$ cat src/rtl/branch_pc_unit_if.sv
// branch_pc_unit_if
//   Bundles the request/response and CON-handshake signals of branch_pc_unit.
//   master : control unit / condition logic side (drives requests and con_out)
//   slave  : branch_pc_unit side (drives pc, link_addr, taken, busy, done, con_in)
//
//   start      1         one-cycle operation request
//   op         2         00 INC, 01 BR, 10 JR, 11 JAL
//   offset     C_WIDTH   signed branch displacement
//   jump_addr  PC_WIDTH  JR/JAL target
//   con_out    1         CON flip-flop result
//   con_in     1         CON latch enable
//   pc         PC_WIDTH  program counter
//   link_addr  PC_WIDTH  JAL return address
//   taken      1         last BR outcome
//   busy       1         operation in flight
//   done       1         one-cycle commit pulse
interface branch_pc_unit_if #(
    parameter int PC_WIDTH = 32,
    parameter int C_WIDTH  = 19
);
    logic                start;
    logic [1:0]          op;
    logic [C_WIDTH-1:0]  offset;
    logic [PC_WIDTH-1:0] jump_addr;
    logic                con_out;
    logic                con_in;
    logic [PC_WIDTH-1:0] pc;
    logic [PC_WIDTH-1:0] link_addr;
    logic                taken;
    logic                busy;
    logic                done;

    modport master (
        output start, op, offset, jump_addr, con_out,
        input  con_in, pc, link_addr, taken, busy, done
    );

    modport slave (
        input  start, op, offset, jump_addr, con_out,
        output con_in, pc, link_addr, taken, busy, done
    );
endinterface

$ cat src/rtl/branch_pc_unit.sv
// branch_pc_unit
//   Program-counter and branch-resolution stage. Owns the PC register,
//   performs INC / JR / JAL updates in one cycle and sequences conditional
//   branches through the CON flip-flop (enable pulse, settle, sample, commit).
//
//   clk   in   system clock, rising edge
//   clr   in   synchronous active-high reset
//   bus   slave modport of branch_pc_unit_if (request inputs, CON handshake,
//         pc / link_addr / taken / busy / done outputs)
module branch_pc_unit #(
    parameter int                  PC_WIDTH = 32,
    parameter int                  C_WIDTH  = 19,
    parameter logic [PC_WIDTH-1:0] RESET_PC = '0
) (
    input logic             clk,
    input logic             clr,
    branch_pc_unit_if.slave bus
);

    typedef enum logic [2:0] {
        IDLE,
        EXEC,
        CON_EVAL,
        CON_SETTLE,
        BR_RESOLVE
    } state_t;

    typedef enum logic [1:0] {
        OP_INC = 2'b00,
        OP_BR  = 2'b01,
        OP_JR  = 2'b10,
        OP_JAL = 2'b11
    } op_t;

    state_t              state_q, state_d;
    op_t                 op_q;
    logic [C_WIDTH-1:0]  offset_q;
    logic [PC_WIDTH-1:0] jump_q;
    logic [PC_WIDTH-1:0] pc_q;
    logic [PC_WIDTH-1:0] link_q;
    logic                taken_q;
    logic                done_q;
    logic                con_in_c;
    logic [PC_WIDTH-1:0] offset_ext;

    assign offset_ext = {{(PC_WIDTH-C_WIDTH){offset_q[C_WIDTH-1]}}, offset_q};

    // State register
    always_ff @(posedge clk) begin
        if (clr) begin
            state_q <= IDLE;
        end else begin
            state_q <= state_d;
        end
    end

    // Next-state and CON latch enable
    always_comb begin
        state_d  = state_q;
        con_in_c = 1'b0;
        unique case (state_q)
            IDLE: begin
                if (bus.start) begin
                    state_d = (bus.op == OP_BR) ? CON_EVAL : EXEC;
                end
            end
            EXEC:       state_d = IDLE;
            CON_EVAL: begin
                con_in_c = 1'b1;
                state_d  = CON_SETTLE;
            end
            CON_SETTLE: state_d = BR_RESOLVE;
            BR_RESOLVE: state_d = IDLE;
            default:    state_d = IDLE;
        endcase
    end

    // Datapath: operand capture and architectural registers
    always_ff @(posedge clk) begin
        if (clr) begin
            op_q     <= OP_INC;
            offset_q <= '0;
            jump_q   <= '0;
            pc_q     <= RESET_PC;
            link_q   <= '0;
            taken_q  <= 1'b0;
            done_q   <= 1'b0;
        end else begin
            done_q <= 1'b0;
            unique case (state_q)
                IDLE: begin
                    if (bus.start) begin
                        op_q     <= op_t'(bus.op);
                        offset_q <= bus.offset;
                        jump_q   <= bus.jump_addr;
                    end
                end
                EXEC: begin
                    done_q <= 1'b1;
                    case (op_q)
                        OP_INC: pc_q <= pc_q + 1'b1;
                        OP_JR:  pc_q <= jump_q;
                        OP_JAL: begin
                            link_q <= pc_q + 1'b1;
                            pc_q   <= jump_q;
                        end
                        default: ;
                    endcase
                end
                BR_RESOLVE: begin
                    done_q  <= 1'b1;
                    taken_q <= bus.con_out;
                    if (bus.con_out) begin
                        pc_q <= pc_q + offset_ext;
                    end
                end
                default: ;
            endcase
        end
    end

    assign bus.con_in    = con_in_c;
    assign bus.pc        = pc_q;
    assign bus.link_addr = link_q;
    assign bus.taken     = taken_q;
    assign bus.busy      = (state_q != IDLE);
    assign bus.done      = done_q;

endmodule

$ cat src/flat_wrapper.sv
// flat-port wrapper written by rule: the top's interface ports become plain ports
module branch_pc_unit_flat 
#(
    parameter int                  PC_WIDTH = 32,
    parameter int                  C_WIDTH  = 19,
    parameter logic [PC_WIDTH-1:0] RESET_PC = '0
)
  (clk, clr, bus_start, bus_op, bus_offset, bus_jump_addr, bus_con_out, bus_con_in, bus_pc, bus_link_addr, bus_taken, bus_busy, bus_done);
  branch_pc_unit_if #(.PC_WIDTH(PC_WIDTH), .C_WIDTH(C_WIDTH)) bus_i ();
  input logic clk;
  input logic clr;
  input wire logic [$bits(bus_i.start)-1:0] bus_start;
  input wire logic [$bits(bus_i.op)-1:0] bus_op;
  input wire logic [$bits(bus_i.offset)-1:0] bus_offset;
  input wire logic [$bits(bus_i.jump_addr)-1:0] bus_jump_addr;
  input wire logic [$bits(bus_i.con_out)-1:0] bus_con_out;
  output wire logic [$bits(bus_i.con_in)-1:0] bus_con_in;
  output wire logic [$bits(bus_i.pc)-1:0] bus_pc;
  output wire logic [$bits(bus_i.link_addr)-1:0] bus_link_addr;
  output wire logic [$bits(bus_i.taken)-1:0] bus_taken;
  output wire logic [$bits(bus_i.busy)-1:0] bus_busy;
  output wire logic [$bits(bus_i.done)-1:0] bus_done;
  assign bus_i.start = bus_start;
  assign bus_i.op = bus_op;
  assign bus_i.offset = bus_offset;
  assign bus_i.jump_addr = bus_jump_addr;
  assign bus_i.con_out = bus_con_out;
  assign bus_con_in = bus_i.con_in;
  assign bus_pc = bus_i.pc;
  assign bus_link_addr = bus_i.link_addr;
  assign bus_taken = bus_i.taken;
  assign bus_busy = bus_i.busy;
  assign bus_done = bus_i.done;
  branch_pc_unit #(.PC_WIDTH(PC_WIDTH), .C_WIDTH(C_WIDTH), .RESET_PC(RESET_PC)) u_core (.clk(clk), .clr(clr), .bus(bus_i));
endmodule
$ cat config.mk
export PLATFORM = sky130hd
export DESIGN_NAME = branch_pc_unit_flat
export DESIGN_NICKNAME = d
export VERILOG_FILES = /design/src/rtl/branch_pc_unit_if.sv /design/src/rtl/branch_pc_unit.sv /design/src/flat_wrapper.sv
export SDC_FILE = /design/constraint.sdc
export NUM_CORES = 1
export LEC_CHECK = 0
export CORE_MARGIN = 5
export CORE_UTILIZATION = 60
export CTS_CLUSTER_DIAMETER = 50
export DETAILED_ROUTE_END_ITERATION = 6
export DONT_BUFFER_PORTS = 1
export HOLD_SLACK_MARGIN = 0.02
export MAX_ROUTING_LAYER = met4
export PLACE_DENSITY = 0.76
export SLEW_MARGIN = 0
export SYNTH_ARGS = -nofsm -noshare
export SYNTH_HDL_FRONTEND = slang
export SYNTH_SLANG_ARGS = --single-unit
$ cat constraint.sdc
create_clock -name clk -period 9 [get_ports clk]
set_input_delay 1.35 -clock clk [delete_from_list [all_inputs] [get_ports clk]]
set_output_delay 1.35 -clock clk [all_outputs]
set_load 0.005 [all_outputs]
After elaboration in Yosys (flattened, before gate mapping):

Index checks and enable logic that the tools add are counted.

* memory bits (read-only): 0
* word-level logic and storage cells: 37
* output and inout port bits: 68
* memories kept: 0
* bits in registers: 122
* RAM bits: 0
* bits of input ports: 57
* bits in latches: 0

* bitwise operators: 0
* multiply operators: 0
* reductions and logical operators: 9
* mux-type cells: 8
* divide/modulo/power cells: 0
* shift operators: 0
* add/sub/neg operators: 2
* eq/ne operators: 10
* magnitude comparators: 0

Operators by type and width (number)
* $pmux W32 S2: 2
* $add A32 B1 Y32 const B: 1
* $add A32 B32 Y32: 1
* $mux W32: 1
* $pmux W3 S3: 1
* $eq A3 B2 Y1 const B: 2
* $eq A2 B2 Y1 const B: 2
* $ne A2 B2 Y1 const B: 2
* $reduce_and A2 Y1: 2
* $reduce_or A2 Y1: 2
* $eq A3 B1 Y1 const B: 1
* $eq A3 B3 Y1 const B: 1
* $logic_not A3 Y1: 1
* $mux W3: 1
* $ne A3 B3 Y1 const B: 1
* $reduce_and A3 Y1: 1
* $reduce_bool A3 Y1: 1
* $eq A2 B1 Y1 const B: 1
* $logic_not A2 Y1: 1
* $mux W1: 2
* $mux W2: 1
* $reduce_bool A2 Y1: 1

Depth between registers and ports, before layout:

Gate-level depths: netlist (run 1).

* depth after elaboration: 4
* gate-level depth with buffers: 10
* depth with buffers taken out: 10

Worst setup path before layout (run 1):

No wires, ideal clock.

* path kind: flip-flop to flip-flop
* start: reg u_core.pc_q[0], in the netlist u_core.bus.pc[0]
* end: reg u_core.pc_q[28], in the netlist u_core.bus.pc[28]
* cell stages (with the launch flop): 11
* period minus slack after synthesis: 2.955 ns
* setup time: 0.103 ns
* data arrival time: 2.851 ns
* data required time: 8.897 ns
* slack: 6.045 ns
* buffers on the path: 0
* cells stage by stage: dfxtp_1 -> ha_1 -> fa_1 -> a21o_1 -> a311oi_2 -> nor4b_1 -> or4_4 -> a31oi_2 -> o211ai_1 -> xnor2_1 -> a2111oi_2

* word-level cells in the longest chain between the ends: 3
* elaborated cells on any way between the ends: 5
* those cells by class: 2 x add/sub; 3 x mux

RTL lines
* start, declared: line branch_pc_unit.sv:39 `logic [PC_WIDTH-1:0] pc_q;`
* start signal, assigned: line branch_pc_unit.sv:101 `OP_INC: pc_q <= pc_q + 1'b1;`
* start signal, assigned: line branch_pc_unit.sv:102 `OP_JR: pc_q <= jump_q;`
* start signal, assigned: line branch_pc_unit.sv:105 `pc_q <= jump_q;`
* $add A32 B1 Y32 or $add A32 B32 Y32 (tied branches): line branch_pc_unit.sv:101, branch_pc_unit.sv:114
* $pmux W32 S2 or $mux W32 (tied branches): line branch_pc_unit.sv:100, branch_pc_unit.sv:113
* $pmux W32 S2 *: line branch_pc_unit.sv:90 `unique case (state_q)`

Mark *: on every way between the ends. The rest lies on a longest branch, timed or not. The select of a mux whose other input is x is not followed.
A chain may end at the register's enable or synchronous reset.

Worst setup path after layout (run 1):

Same ends and word-level chain as after synthesis.

==> run summary, run 1 <==
The flow ran to the end, and the final reports show no timing, DRC or antenna violations. For the final routed database, the setup TNS stands at 0 ps. The count of antenna diodes in the layout came out at 0. The xor-xnor portion of the synthesized cell area came out at 7.054%. TritonCTS built the clock tree. The setup fix buffers added after clock tree synthesis is 0. The worst path required time came out at 9320 ps. The HPWL after detailed placement came out at 14340 um. The proportion of synthesized chip area in sequential cells is 34.51%. In this run the tool buffered the top-level ports with 0 buffer cells. The smallest hold slack is 447.0 ps. The clock input transition at the sequential cells of the worst setup and hold paths came out at 60 ps. The die span in y is 118.6 um.

The detailed router placed 6484 vias in this run. The worst setup path is captured at a flip-flop. The number of enable flip-flop cells after synthesis is 0. The final wirelength came out at 19790 um. The DRC violations left came out at 0.

The cell count after synthesis is 905. The largest fanout on the critical path came out at 8. The routability congestion estimate from global placement is 0.9248.

The highest attainable clock frequency is 0.3032 GHz. The critical path is of the reg -> reg type. The clock tree synthesis step divided the H-tree into 4 levels. The worst hold path belongs to the class reg -> reg. The leakage power is 3.076 nW. The global-route usage over all layers came out at 28.35%. The final layout contains 964 nets. The end of the worst register-to-register path is u_core.bus.pc[28]$_SDFFE_PP0P_. The CTS buffer count is 17. Averaged over all synthesized cells, the footprint is 7.820 um2. The maximum buffer depth of the clock tree came out at 2. The share of flip-flops with an asynchronous set or reset came out at 0%. The mapped cell area came out at 7077 um2. The largest family of logic cells by synthesized area is compound AO/OA/AOI/OAI gates. The total number of clock tree sinks came out at 122. The remaining max-slew budget at the tightest pin came out at 26.51%.

The final critical path time including I/O delays and setup is 3298 ps. The average wire per cell in the routed design is 19.25 um. The synthesized netlist devotes 21.75% of its cell area to simple gates. The final setup violation count is 0.

The count of instances resized after the clock tree is built is 0. The data arrival time of the critical path is 3620 ps. The worst clock skew is 7.407 ps. The via-per-instance ratio is 6.307. Setup repair after global routing left no endpoint under its margin. The final number of hold-violating endpoints is 0. In this run the core area contains 39 standard-cell rows. The number of warnings issued by yosys is 0. The largest voltage drop on the vdd net is 0.1458 mV. The number of antenna violations at the first check in global routing came out at 0. In this run the critical register-to-register path is launched from u_core.bus.pc[0]$_SDFFE_PP0P_. The leftover overflow at the end of global routing came out at 0. The critical path starts at u_core.bus.pc[0]$_SDFFE_PP0P_. The synthesized flop and latch total is 122. The placed standard-cell area came out at 7101 um2. The number of nets with antenna violations after detailed routing came out at 0. The area of the core is 11470 um2.

The main flop type after synthesis is sky130_fd_sc_hd__dfxtp_1. The synthesized netlist devotes 22.68% of its cell area to compound gates. After the first detailed-routing iteration, the DRC count stood at 504. For the worst flop-to-flop path, the logic depth is 10.

The first-pass GRT wire length is 31660 um. The library cell used as clock root buffer is sky130_fd_sc_hd__clkbuf_16. The worst path uses 36.65% of the clock period. The maximum number of pins on one net before global-route repair came out at 128. Max-cap violations in this run came to 0. The mux contribution to synthesized area is 4.385%. The layout-stage area growth over the synthesis result came out at 8.663%. The adder-cell share of the synthesized area is 5.941%.

The fraction of final layout cells with drive strength greater than 1 came out at 5.537%. Synthesis produced a netlist with a net count of 995. Power spread over the standard cell area amounts to 191.9 nW/um2. The commonest non-fill, non-tap cell in the layout is sky130_fd_sc_hd__nand2_1. The area of all placed cells without fillers is 7690 um2. The die extent in x came out at 118.6 um. The worst setup path is launched from a flip-flop. The overall die area came out at 14070 um2.

The number of global-route vias before repair is 6251. The number of buffers inserted for hold repair after clock tree synthesis is 0. Across all register-to-register paths, the minimum setup slack is 5700 ps. The length of the first detailed-routing pass in iterations is 5. The capturing element of the worst setup path is u_core.bus.pc[28]$_SDFFE_PP0P_. The clock latency reported for the late side of the worst-skew pair came out at 420 ps. The total power came out at 1.476 mW. The initial cell density of the core is 61.71%. The distinct cell type count after synthesis came out at 61.

The I/O pin count came out at 125. The number of pins exceeding their max-slew limit in the final report came out at 0. For the pin with the worst max-slew slack, the measured transition is 1096 ps. In the layout the commonest cells are 147 x sky130_fd_sc_hd__nand2_1, 122 x sky130_fd_sc_hd__dfxtp_1, 96 x sky130_fd_sc_hd__nor2_1.
[cell type report]
class | instances | area, um2
flip-flops and latches | 122 | 2442
well taps | 143 | 178.9
multi-input cells | 714 | 4385
clock buffers | 19 | 442.9
inverters | 13 | 48.80
clock inverters | 11 | 146.4
fillers | 987 | 3777
repair buffers | 6 | 45.04
[worst min-delay path by stage]
stage / start / end / cells after the start
after floorplan: u_core.jump_q[16]$_SDFFE_PP0P_ / u_core.jump_q[16]$_SDFFE_PP0P_ / 2
after global placement: u_core.jump_q[9]$_SDFFE_PP0P_ / u_core.jump_q[9]$_SDFFE_PP0P_ / 2
after detailed placement: u_core.jump_q[9]$_SDFFE_PP0P_ / u_core.jump_q[9]$_SDFFE_PP0P_ / 2
after CTS: u_core.jump_q[9]$_SDFFE_PP0P_ / u_core.jump_q[9]$_SDFFE_PP0P_ / 2
after global routing: u_core.jump_q[24]$_SDFFE_PP0P_ / u_core.jump_q[24]$_SDFFE_PP0P_ / 2
final: u_core.jump_q[9]$_SDFFE_PP0P_ / u_core.jump_q[9]$_SDFFE_PP0P_ / 2
[registers in the layout, summed over array words and instances, names as in the netlist]
signal	count
u_core.bus.pc	32
u_core.bus.link_addr	32
u_core.bus.done	1
u_core.offset_q	19
u_core.state_q	3
u_core.op_q	2
u_core.bus.taken	1
u_core.jump_q	32
[stage by stage]
| step | setup slack (ps) | util, % | cells |
|---|---|---|---|
| after floorplan | 6045 | - | 905 |
| after global placement | 5819 | 61.92 | 998 |
| after detailed placement | 5731 | 61.92 | 998 |
| after CTS | 5707 | 67.06 | 1028 |
| after global routing | 5481 | 67.06 | 1028 |
| final | 5702 | 67.06 | 1028 |
[per-layer routing]
| metal | routed length (um) | up-vias | GRT usage [%] |
|---|---|---|---|
| li1 | - | 3163 | - |
| met1 | 7491 | 3048 | 29.71 |
| met2 | 10060 | 208 | 48.88 |
| met3 | 1432 | 65 | 8.214 |
| met4 | 806 | 0 | 13.39 |
| met5 | 0 | - | - |
[cell usage after synthesis, types with 15 or more instances]
cell                         n  share of area, %
sky130_fd_sc_hd__o21ai_0    37               2.6
sky130_fd_sc_hd__xor2_1     22               2.7
sky130_fd_sc_hd__a211oi_1   40               4.2
sky130_fd_sc_hd__a21o_1     23               2.4
sky130_fd_sc_hd__nand3_1    15               1.1
sky130_fd_sc_hd__mux2i_1    31               4.4
sky130_fd_sc_hd__clkbuf_1   51               2.7
sky130_fd_sc_hd__dfxtp_1   122                35
sky130_fd_sc_hd__nor3_1     23               1.6
sky130_fd_sc_hd__ha_1       32               5.7
sky130_fd_sc_hd__xnor2_1    35               4.3
sky130_fd_sc_hd__a21oi_1    90               6.4
sky130_fd_sc_hd__nor2_1     97               5.1
sky130_fd_sc_hd__nand2_1   147               7.8
[worst max-delay path, stage by stage, from the launching register on]
cell and delay [ps]:
sky130_fd_sc_hd__dfxtp_1 400, sky130_fd_sc_hd__ha_1 280, sky130_fd_sc_hd__fa_1 410, sky130_fd_sc_hd__a21o_1 230
sky130_fd_sc_hd__a311oi_2 400, sky130_fd_sc_hd__nor4b_1 120, sky130_fd_sc_hd__or4_4 500, sky130_fd_sc_hd__a31oi_2 250
sky130_fd_sc_hd__o211ai_1 150, sky130_fd_sc_hd__xnor2_1 150, sky130_fd_sc_hd__a2111oi_2 290
[power breakdown]
part	switching (mW)	internal (mW)	total [mW]	leakage, nW
sequential	0.0375	0.567	0.605	0.995
combinational	0.112	0.0711	0.183	1.80
clock	0.249	0.439	0.688	0.285
[cells by family (layout without fill, tap and decap cells)]
| kind of cell | after synthesis | count (layout) |
|---|---|---|
| simple gates | 345 | 345 |
| compound gates | 248 | 248 |
| flops | 122 | 122 |
| buf+inv | 69 | 49 |
| xor+xnor | 57 | 57 |
| fa+ha+maj | 33 | 33 |
| mux | 31 | 31 |
Note: power is estimated with default switching activity, not from simulation.
==> run 2, diff against run 1 <==
--- a/config.mk
+++ b/config.mk
@@ -6,7 +6,7 @@
 export NUM_CORES = 1
 export LEC_CHECK = 0
 export CORE_MARGIN = 5
-export CORE_UTILIZATION = 60
+export CORE_UTILIZATION = 58
 export CTS_CLUSTER_DIAMETER = 50
 export DETAILED_ROUTE_END_ITERATION = 6
 export DONT_BUFFER_PORTS = 1
==> constraint.sdc (replaced) <==
create_clock -name clk -period 2.7 [get_ports clk]
set_input_delay 0.405 -clock clk [delete_from_list [all_inputs] [get_ports clk]]
set_output_delay 0.405 -clock clk [all_outputs]
set_load 0.005 [all_outputs]
==> run 2 against run 1 <==
- the flow now finishes with violations (negative setup slack)
- sequential share of layout area shrank 2.2 points
- cell count grew 5.8%
- total power grew to 3.5 times the previous value
- critical path depth grew 1
- flip-flop and latch count is the same
- worst hold slack lost 390 ps
- sequential power grew to 3.3 times the previous value
- combinational power grew to 4.1 times the previous value
- largest power group unchanged
- critical endpoint is now u_core.bus.pc[26]$_SDFFE_PP0P_
- global-route usage grew 2.5 points
- design area grew 7.7%
- first-iteration DRC count grew 2.4%
==> run summary, run 2 (synthesized netlist as in run 1, its figures left out) <==
The signal on the critical path passes through ha_4, fa_2, a21o_1, a311oi_4, nor4b_4, or4_4, buf_6, a21oi_4, o31a_1, xor2_1, o32ai_1. The number of nets with antenna violations after detailed routing is 0 (unchanged). The power per unit of standard cell area came out at 616.3 nW/um2 (+220%). The length of the first detailed-routing pass in iterations is 5 (unchanged).

The largest fanout on the critical path came to 4 (-4). The worst setup path is launched from a flip-flop. The layer flagged by global routing as most heavily used is met2.

The overall via count from detail_route came out at 6800 (+4.9%). The first-pass GRT wire length came out at 34540 um (+9.1%). The global-route usage over all layers was 30.83% (+2.5 points). The die extent in x is 120.5 um (+1.6%).

STA classifies the critical path endpoint as a flip-flop. The I/O pin count came out at 125 (unchanged). The proportion of power drawn by combinational gates came out at 14.7% (+2.3 points).

The routing usage on met2 is 54.49% (+5.6 points). The number of nets in the layout came to 1018 (+5.6%). The overall die area is 14510 um2 (+3.2%). The initial cell density of the core is 58.92% (-2.8 points).

The internal cell power is 3.662 mW (+240%). Setup repair after global routing could not meet its margin everywhere. The die span in y came to 120.5 um (+1.6%). The highest attainable clock frequency came to 0.3523 GHz (+16%).

The switching share of power came out at 28.27% (+1.3 points). The slew of the pin with the lowest slew margin came to 701.8 ps (-394.6 ps). The number of antenna violations at the first check in global routing is 0 (unchanged). The final setup violation count came out at 7 (+7). The met1 track utilization from global routing was 32.26% (+2.6 points). The clock latency reported for the late side of the worst-skew pair is 420 ps (about the same). The leakage power is 3.406 nW (+11%). The DRC violations left is 0 (unchanged). Leaving out fill and tap cells, the most frequent cell in the layout is sky130_fd_sc_hd__nand2_1. The layout-stage area growth over the synthesis result came out at 17.06%. The checks that failed: negative setup slack. The worst clock skew came to 7.334 ps (-0.07305 ps). The CTS buffer count came out at 17 (unchanged). The average wire per cell in the routed design is 20.06 um (+4.2%). The worst setup slack before clock tree synthesis was -248.9 ps (-5980 ps). The clock input transition at the sequential cells of the worst setup and hold paths is 60 ps (about the same). The portion of the clock cycle consumed by the worst path in the final layout came to 105.1% (+68 points). The count of antenna diodes in the layout came out at 0 (unchanged). The final standard cell count with taps included and fillers excluded came out at 1088 (+5.8%). The remaining max-slew budget at the tightest pin is 53.21% (+27 points). The fraction of final layout cells with drive strength greater than 1 came to 13.28% (+7.7 points). The proportion of power drawn by flip-flops and latches is 38.7% (-2.3 points). The number of pins exceeding their max-slew limit in the final report came out at 0 (unchanged). The number of placement rows came out at 40 (+2.6%). The largest voltage drop on the vdd net came out at 0.4003 mV (+170%). The final wirelength came out at 21820 um (+10%). The tightest min-delay check is of the in -> reg type.

In this run the clock root is driven by a sky130_fd_sc_hd__clkbuf_16. The final critical path time including I/O delays and setup came out at 2839 ps (-459.8 ps). The count of routing violations after the opening detailed-route iteration came out at 516 (+2.4%). The level count of the clock H-tree is 4 (unchanged). In the layout the commonest cells are 147 x sky130_fd_sc_hd__nand2_1, 120 x sky130_fd_sc_hd__dfxtp_1, 95 x sky130_fd_sc_hd__nor2_1. The final number of hold-violating endpoints came out at 0 (unchanged). The net switching power of the design came out at 1.443 mW (+260%). The master of the slowest instance on the critical path is sky130_fd_sc_hd__or4_4. The clock group share of total power is 46.5% (about the same). The met3 layer usage reported by global route is 6.922% (-1.3 points). The via-per-instance ratio is 6.250 (-0.91%).

The data arrival time of the critical path came to 3130 ps (-490 ps). The kind of critical path is reg -> reg. The number of inserted filler cells in the final layout is 979 (-0.81%).

The HPWL after detailed placement came out at 15710 um (+9.6%). The flow ran to the end, but the final reports show violations. The routability congestion estimate from global placement is 1.008 (+9.0%). The total of buffers placed on input and output ports is 0 (unchanged). The maximum buffer depth of the clock tree came out at 2 (unchanged). The number of global-route vias before repair is 6722 (+7.5%). The worst path required time was 2990 ps (-6330 ps).

The final worst setup slack is -138.6 ps (-5840 ps). The total of max-cap violations came to 0 (unchanged). The maximum number of pins on one net before global-route repair is 128 (unchanged). The number of buffers inserted for hold repair after clock tree synthesis is 0 (unchanged). The total number of clock tree sinks came out at 122 (unchanged).

The number of placed cells counting well taps came to 1048 (+5.0%). The delay contributed by the slowest stage of the critical path is 540 ps (+40 ps). TritonCTS built the clock tree. The leftover overflow at the end of global routing came to 0 (unchanged).

The area of the core was 12010 um2 (+4.7%).
==> run 2: cell count changes in the layout (fill, tap and decap cells not counted), moves of 3 or more <==
cell,before,now
sky130_fd_sc_hd__a211oi_2,0,3
sky130_fd_sc_hd__a211oi_1,40,37
sky130_fd_sc_hd__a311oi_1,7,3
sky130_fd_sc_hd__a311oi_2,1,4
sky130_fd_sc_hd__o21ai_0,37,33
sky130_fd_sc_hd__buf_4,6,58
sky130_fd_sc_hd__clkinv_4,1,4
sky130_fd_sc_hd__o21ai_1,0,3
sky130_fd_sc_hd__a31oi_4,0,3
==> run 2: critical path: cells and delay by family, from the launching register on <==
kind	cells	cell delay, ps
AO/OA/AOI/OAI	5	930
AND/OR/NAND/NOR	2	620
adder cells (fa/ha/maj)	2	500
flip-flops	1	340
XOR/XNOR	1	160
buffers and inverters	1	150
==> run 2: timing repair <==
action	in CTS	in global routing
gates resized for setup	8	15
buffers inserted	5	4
endpoints found under the setup margin	10	19
cloned	0	0
pin swaps	7	10
==> run 2: stage by stage <==
step / util [%] / area, um2 / power [mW] / hold WS, ps / setup TNS, ps
2_1_floorplan: - / 7108 / 2.511 / 431.2 / -108.1
3_3_place_gp: 62.40 / 7495 / 2.714 / 440.7 / -609.2
3_5_place_dp: 62.40 / 7495 / 2.727 / 442.9 / -1319
4_1_cts: 68.19 / 8190 / 5.101 / 51.41 / -561.7
5_1_grt: 68.97 / 8284 / 5.291 / 48.04 / -2090
6_report: 68.97 / 8284 / 5.105 / 59.06 / -532.2
==> run 2: worst paths after layout <==
check,startpoint,end,slack (ps),depth (start not counted)
max reg2reg,u_core.offset_q[0]$_SDFFE_PP0P_,u_core.bus.pc[26]$_SDFFE_PP0P_,-140,11
min reg2reg,u_core.jump_q[12]$_SDFFE_PP0P_,u_core.jump_q[12]$_SDFFE_PP0P_,450,2
min,clr,u_core.bus.pc[29]$_SDFFE_PP0P_,60,1
max,u_core.offset_q[0]$_SDFFE_PP0P_,u_core.bus.pc[26]$_SDFFE_PP0P_,-140,11
==> run 2: metal layers <==
metal | wire length [um] | up-vias | share of wire [%]
met2 | 11370 | 247 | 52
li1 | - | 3281 | -
met3 | 1268 | 77 | 5.8
met5 | 0 | - | 0
met1 | 8156 | 3195 | 37
met4 | 1025 | 0 | 4.7
==> run 2: final cells by class <==
type | count | area (um2) | area share, %
clock inverters | 15 | 190.2 | 2.296
flip-flops and latches | 122 | 2445 | 29.51
well taps | 147 | 183.9 | 2.220
multi-input cells | 714 | 4524 | 54.61
repair buffers | 60 | 466.7 | 5.634
clock buffers | 17 | 425.4 | 5.135
inverters | 13 | 48.80 | 0.5890
==> run 2: power groups by stage <==
stage	logic [mW]	registers, mW	clock network, mW
finish	0.752	1.98	2.38
global placement	0.703	2.01	0
global route	0.829	1.99	2.48
CTS	0.732	1.98	2.39
floorplan	0.504	2.01	0
detailed placement	0.714	2.01	0
